## config.mk

```make
export PLATFORM = sky130hd
export DESIGN_NAME = updown_tick_counter_flat
export DESIGN_NICKNAME = d
export VERILOG_FILES = /design/src/rtl/updown_tick_counter_if.sv /design/src/rtl/updown_tick_counter.sv /design/src/flat_wrapper.sv
export SDC_FILE = /design/constraint.sdc
export NUM_CORES = 1
export LEC_CHECK = 0
export ABC_AREA = 1
export BUFFER_PORTS_ARGS = -buffer_cell sky130_fd_sc_hd__buf_2
export CORE_MARGIN = 2
export CORE_UTILIZATION = 50
export CTS_CLUSTER_DIAMETER = 120
export CTS_CLUSTER_SIZE = 28
export DETAILED_ROUTE_END_ITERATION = 6
export HOLD_SLACK_MARGIN = 0.12
export PLACE_DENSITY = 0.7
export SYNTH_ARGS = -nofsm -noshare
export SYNTH_HDL_FRONTEND = slang
export SYNTH_SLANG_ARGS = --single-unit
```

## constraint.sdc

```tcl
create_clock -name clk -period 2.9 [get_ports clk]
set_clock_uncertainty 0.15 [all_clocks]
set_input_delay 0.58 -clock clk [delete_from_list [all_inputs] [get_ports clk]]
set_output_delay 0.58 -clock clk [all_outputs]
set_load 0.05 [all_outputs]
```

## src/rtl/updown_tick_counter_if.sv

```systemverilog
// Control/status bundle for updown_tick_counter; master drives controls, slave is the counter.
// Carries the pausa line only when UPDOWN_TICK_COUNTER_PAUSE_EN is defined.
interface updown_tick_counter_if #(
    parameter int WIDTH = 8
);
    logic             activado;
    logic             updown;
    logic             wrap_mode;
    logic             load;
    logic [WIDTH-1:0] load_value;
    logic [WIDTH-1:0] out;
    logic             tick;
    logic             at_max;
    logic             at_zero;
    logic             tc;
`ifdef UPDOWN_TICK_COUNTER_PAUSE_EN
    logic             pausa;

    modport master (
        output activado, updown, wrap_mode, load, load_value, pausa,
        input  out, tick, at_max, at_zero, tc
    );
    modport slave (
        input  activado, updown, wrap_mode, load, load_value, pausa,
        output out, tick, at_max, at_zero, tc
    );
`else
    modport master (
        output activado, updown, wrap_mode, load, load_value,
        input  out, tick, at_max, at_zero, tc
    );
    modport slave (
        input  activado, updown, wrap_mode, load, load_value,
        output out, tick, at_max, at_zero, tc
    );
`endif
endinterface

```

## src/rtl/updown_tick_counter.sv

```systemverilog
// Up/down event counter stepped by an internal prescaler clock-enable, with saturate/wrap,
// clamped parallel load and boundary flags. Optional pause input: UPDOWN_TICK_COUNTER_PAUSE_EN.
module updown_tick_counter #(
    parameter int WIDTH     = 8,
    parameter int MAX_COUNT = 21,
    parameter int DIV       = 50000000,
    parameter int DIV_W     = 26
) (
    input  logic                  clk,
    input  logic                  rst_n,
    updown_tick_counter_if.slave  bus
);
    localparam logic [WIDTH-1:0] MAX_C    = WIDTH'(MAX_COUNT);
    localparam logic [DIV_W-1:0] DIV_LAST = DIV_W'(DIV - 1);

    logic [WIDTH-1:0] out_r;
    logic [DIV_W-1:0] presc;
    logic             tick_r;
    logic             tc_r;
    logic             pause;
    logic [WIDTH-1:0] step_out;
    logic             step_tc;
    logic [WIDTH-1:0] load_clamped;

`ifdef UPDOWN_TICK_COUNTER_PAUSE_EN
    assign pause = bus.pausa;
`else
    assign pause = 1'b0;
`endif

    assign load_clamped = (bus.load_value > MAX_C) ? MAX_C : bus.load_value;

    // An out-of-range count (> MAX_C) takes the at-limit branch when counting up.
    always_comb begin
        step_out = out_r;
        step_tc  = 1'b0;
        if (bus.updown) begin
            if (out_r < MAX_C) begin
                step_out = out_r + WIDTH'(1);
                step_tc  = (out_r == MAX_C - WIDTH'(1));
            end else if (bus.wrap_mode) begin
                step_out = '0;
                step_tc  = 1'b1;
            end
        end else begin
            if (out_r != '0) begin
                step_out = out_r - WIDTH'(1);
                step_tc  = (out_r == WIDTH'(1));
            end else if (bus.wrap_mode) begin
                step_out = MAX_C;
                step_tc  = 1'b1;
            end
        end
    end

    always_ff @(posedge clk) begin
        if (!rst_n || !bus.activado) begin
            out_r  <= '0;
            presc  <= '0;
            tick_r <= 1'b0;
            tc_r   <= 1'b0;
        end else if (bus.load) begin
            out_r  <= load_clamped;
            presc  <= '0;
            tick_r <= 1'b0;
            tc_r   <= 1'b0;
        end else if (pause) begin
            tick_r <= 1'b0;
            tc_r   <= 1'b0;
        end else if (presc == DIV_LAST) begin
            presc  <= '0;
            out_r  <= step_out;
            tick_r <= 1'b1;
            tc_r   <= step_tc;
        end else begin
            presc  <= presc + DIV_W'(1);
            tick_r <= 1'b0;
            tc_r   <= 1'b0;
        end
    end

    assign bus.out     = out_r;
    assign bus.tick    = tick_r;
    assign bus.tc      = tc_r;
    assign bus.at_max  = (out_r == MAX_C);
    assign bus.at_zero = (out_r == '0);
endmodule
```

## src/flat_wrapper.sv

```systemverilog
// flat-port wrapper written by rule: the top's interface ports become plain ports
module updown_tick_counter_flat 
#(
    parameter int WIDTH     = 8,
    parameter int MAX_COUNT = 21,
    parameter int DIV       = 50000000,
    parameter int DIV_W     = 26
)
  (clk, rst_n, bus_activado, bus_updown, bus_wrap_mode, bus_load, bus_load_value, bus_out, bus_tick, bus_at_max, bus_at_zero, bus_tc);
  updown_tick_counter_if #(.WIDTH(WIDTH)) bus_i ();
  input  logic clk;
  input  logic rst_n;
  input wire logic [$bits(bus_i.activado)-1:0] bus_activado;
  input wire logic [$bits(bus_i.updown)-1:0] bus_updown;
  input wire logic [$bits(bus_i.wrap_mode)-1:0] bus_wrap_mode;
  input wire logic [$bits(bus_i.load)-1:0] bus_load;
  input wire logic [$bits(bus_i.load_value)-1:0] bus_load_value;
  output wire logic [$bits(bus_i.out)-1:0] bus_out;
  output wire logic [$bits(bus_i.tick)-1:0] bus_tick;
  output wire logic [$bits(bus_i.at_max)-1:0] bus_at_max;
  output wire logic [$bits(bus_i.at_zero)-1:0] bus_at_zero;
  output wire logic [$bits(bus_i.tc)-1:0] bus_tc;
  assign bus_i.activado = bus_activado;
  assign bus_i.updown = bus_updown;
  assign bus_i.wrap_mode = bus_wrap_mode;
  assign bus_i.load = bus_load;
  assign bus_i.load_value = bus_load_value;
  assign bus_out = bus_i.out;
  assign bus_tick = bus_i.tick;
  assign bus_at_max = bus_i.at_max;
  assign bus_at_zero = bus_i.at_zero;
  assign bus_tc = bus_i.tc;
  updown_tick_counter #(.WIDTH(WIDTH), .MAX_COUNT(MAX_COUNT), .DIV(DIV), .DIV_W(DIV_W)) u_core (.clk(clk), .rst_n(rst_n), .bus(bus_i));
endmodule
```

==> results.md <==
- Worst-case clock buffer depth: 2
- CTS tree: yes
- Vias in the first global route: slightly above 2000
- Kind of critical path: flop to output port
- RePlAce Congestion: 0.8808
- Register area share after synthesis: 30.97%
- CP arrival: 1.48 ns
- Synth warn: 0
- Power Density: 407.8 nW/um^2
- Wire length per cell: between 10 and 15 um
- Hold Buf Count CTS: 0
- Netlist cell types: 36
- Die height: 72.23 um
- CTS Sinks: 36
- Largest net degree at the start of global routing: 15
- Area growth syn-to-layout: 10.91%
- CTS buffer count: 5
- Hold_sp: u_core.presc[0]
- Worst slew pin tran: 0.5248 ns
- Remaining DRCs: 0
- Crit path launch type: flop
- FMAX: 0.4531 GHz
- Layout cells sized above 1: 16.35%
- DPL Wire Length: roughly 4200 um
- Initial antenna violation count: 0
- Initial DRC count: about 110
- Max-cap violations: 0
- Period minus WS final: 2.207 ns
- R2r setup slk: slightly below 0.9 ns
- Via count: 2218
- Final period util: 76.10%
- Placement Setup Slack: 0.8807 ns
- Placed Instances: roughly 420
- # IOs: 26
- Nets: roughly 390
- First-pass GRT wire length: 9121 um
- #FFs+latches synth: 36
- Syn nets: 365
- Worst endpoint required time: roughly 2.2 ns
- Latest clock arrival within the worst-skew pair: 0.29 ns
- Drt total wl: approximately 5300 um
- GR Overflow Total: 0
- Root Driver: clkbuf_8
- Worst hold stages: 1
- Worst path slowest cell: dfxtp_1
- Final std cells w/o fill: 425
- Pleak: about 1.2 nW
- CP endpoint kind: output port
- Cells after Synth: approximately 350
- I/O Buffers: 25
- Worst Hold Class: flop to flop
- GRT Total Usage: 22.13%
- Number of synthesized flops with an enable pin: 0
- Die X: 72.23 um
- Setup_tns: 0 ns
- Hold Vio Cnt, Final: 0
- Ant. Diodes: 0
- Async set-reset flop share out of synthesis: 0%
- Peak VDD IR: 287.5 uV
- Reg2reg start: u_core.bus.out[0]
- Crit path cell chain: nand2_1 -> nor3_1 -> buf_2
- Status: finished clean
- Initial DRT Pass Iterations: 4
- Max Slew Vio Count: 0
- Clock-pin slew on the worst setup and hold paths: 0.07 ns
- Hold Path Sink: u_core.presc[0]
- Die ar.: 5216 um^2
- CP Launch Point: u_core.bus.out[2]
- H-Tree Depth: 2
- CORE AREA: 4414 um^2
- Floorplan row count: 24
- Slew headroom: 64.90%
- Post-cts sizing count: 0
- Post-CTS Setup Inserts: 0
- Design Area, Final: 2581 um^2
- Top FF cell, synth: dfxtp_1
- Setup WS post-layout: 0.6930 ns
- Mapped Avg Cell Area: 6.726 um^2
- Placed instance area: 2474 um^2
- R2R depth: 12
- Vias/cell: about 5.2
- Final Setup Violations: 0
- R2r endpoint: u_core.bus.out[0]
- Initial Util: 52.72%
- Antenna Violating Nets Remaining: 0
- CP max stage delay: 0.59 ns
- Post-Syn Area: approximately 2300 um^2
- Crit-path max FO: 12
- RSZ-0062 raised after global routing: no
## cells in the mapped netlist (all sizes together) (2+ instances only)
cell / n / area share, %
buf: 6 / 2.0
xor2: 7 / 2.6
nor2: 44 / 9.5
nand4: 11 / 3.0
nand2: 81 / 15
a21o: 2 / 0.64
dfxtp: 36 / 31
and3: 2 / 0.54
a21oi: 24 / 5.6
o21ai: 16 / 3.4
or2: 6 / 1.6
nor3: 16 / 4.4
nand3: 38 / 8.8
inv: 45 / 7.3
ha: 5 / 2.7
## stage by stage
step / power, mW / util [%] / hold WS [ns]
floorplan: 0.6020 / - / 0.2796
global placement: 0.6277 / 56.04 / 0.2950
detailed placement: 0.6284 / 56.04 / 0.3046
CTS: 1.066 / 58.48 / 0.3160
global route: 1.098 / 58.48 / 0.3410
finish: 1.053 / 58.48 / 0.3114
## registers in the layout (all words and copies together) (netlist names)
register,cells
u_core.bus.tc,1
u_core.presc,26
u_core.bus.out,8
u_core.bus.tick,1
## layout by cell type, fill, tap and decap left out, types with 2 or more instances in the layout
master	n
nor2_4	4
nand4_1	11
nand3_1	35
nand2_4	2
a21oi_1	23
nor3_1	14
nor2_1	35
inv_2	3
or2_2	5
xor2_1	7
buf_2	25
o21ai_0	15
nand2_1	76
clkbuf_8	5
inv_1	42
dfxtp_1	36
nand2_2	2
nor3_4	2
nor2_2	4
a21o_1	2
nand3_2	3
and3_1	2
ha_1	5
## metal layers
layer | wire, um | up-vias | global-route usage, %
met5 | 0 | - | 0
met4 | 60 | 0 | 7.338
met2 | 2482 | 51 | 36.39
li1 | - | 1182 | -
met1 | 2495 | 980 | 29.14
met3 | 230 | 5 | 4.306
## logic make-up after synthesis
group	share of synthesized area, %
buffers and inverters	9.462
adders and majority gates	2.688
xor gates and xnor gates	3.011
and+or+nand+nor	43.39
DFF	30.97
AOI/OAI and AO/OA	10.48
## critical path: cells and delay by family, from the launching register on
kind                   cells  cell delay (ns)
buffers and inverters      1             0.29
DFF                        1             0.59
and+or+nand+nor            2             0.31
## how the worst max path moves through the flow
stage	end	slack, ns
finish	bus_at_max	0.69
CTS	bus_at_max	0.69
global placement	u_core.presc[7]	0.91
floorplan	bus_at_max	0.08
global route	bus_at_max	0.55
detailed placement	u_core.bus.out[0]	0.88
## layout make-up
cell class                 instances  area [um^2]
fill                             431         1833
multi-input combinational        258         1386
sequential                        36        720.7
inverter                          45        168.9
timing repair buffer              26        132.6
clock buffer                       6        72.57
tap                               52        65.06
clock inverter                     2        35.03
## where the power goes
| part | total (mW) | switching (mW) | internal [mW] |
|---|---|---|---|
| sequential | 0.504 | 0.00700 | 0.497 |
| combinational | 0.113 | 0.0753 | 0.0374 |
| clock | 0.436 | 0.181 | 0.255 |
| total | 1.05 | 0.263 | 0.790 |
Power figures use the tool's default switching activity.
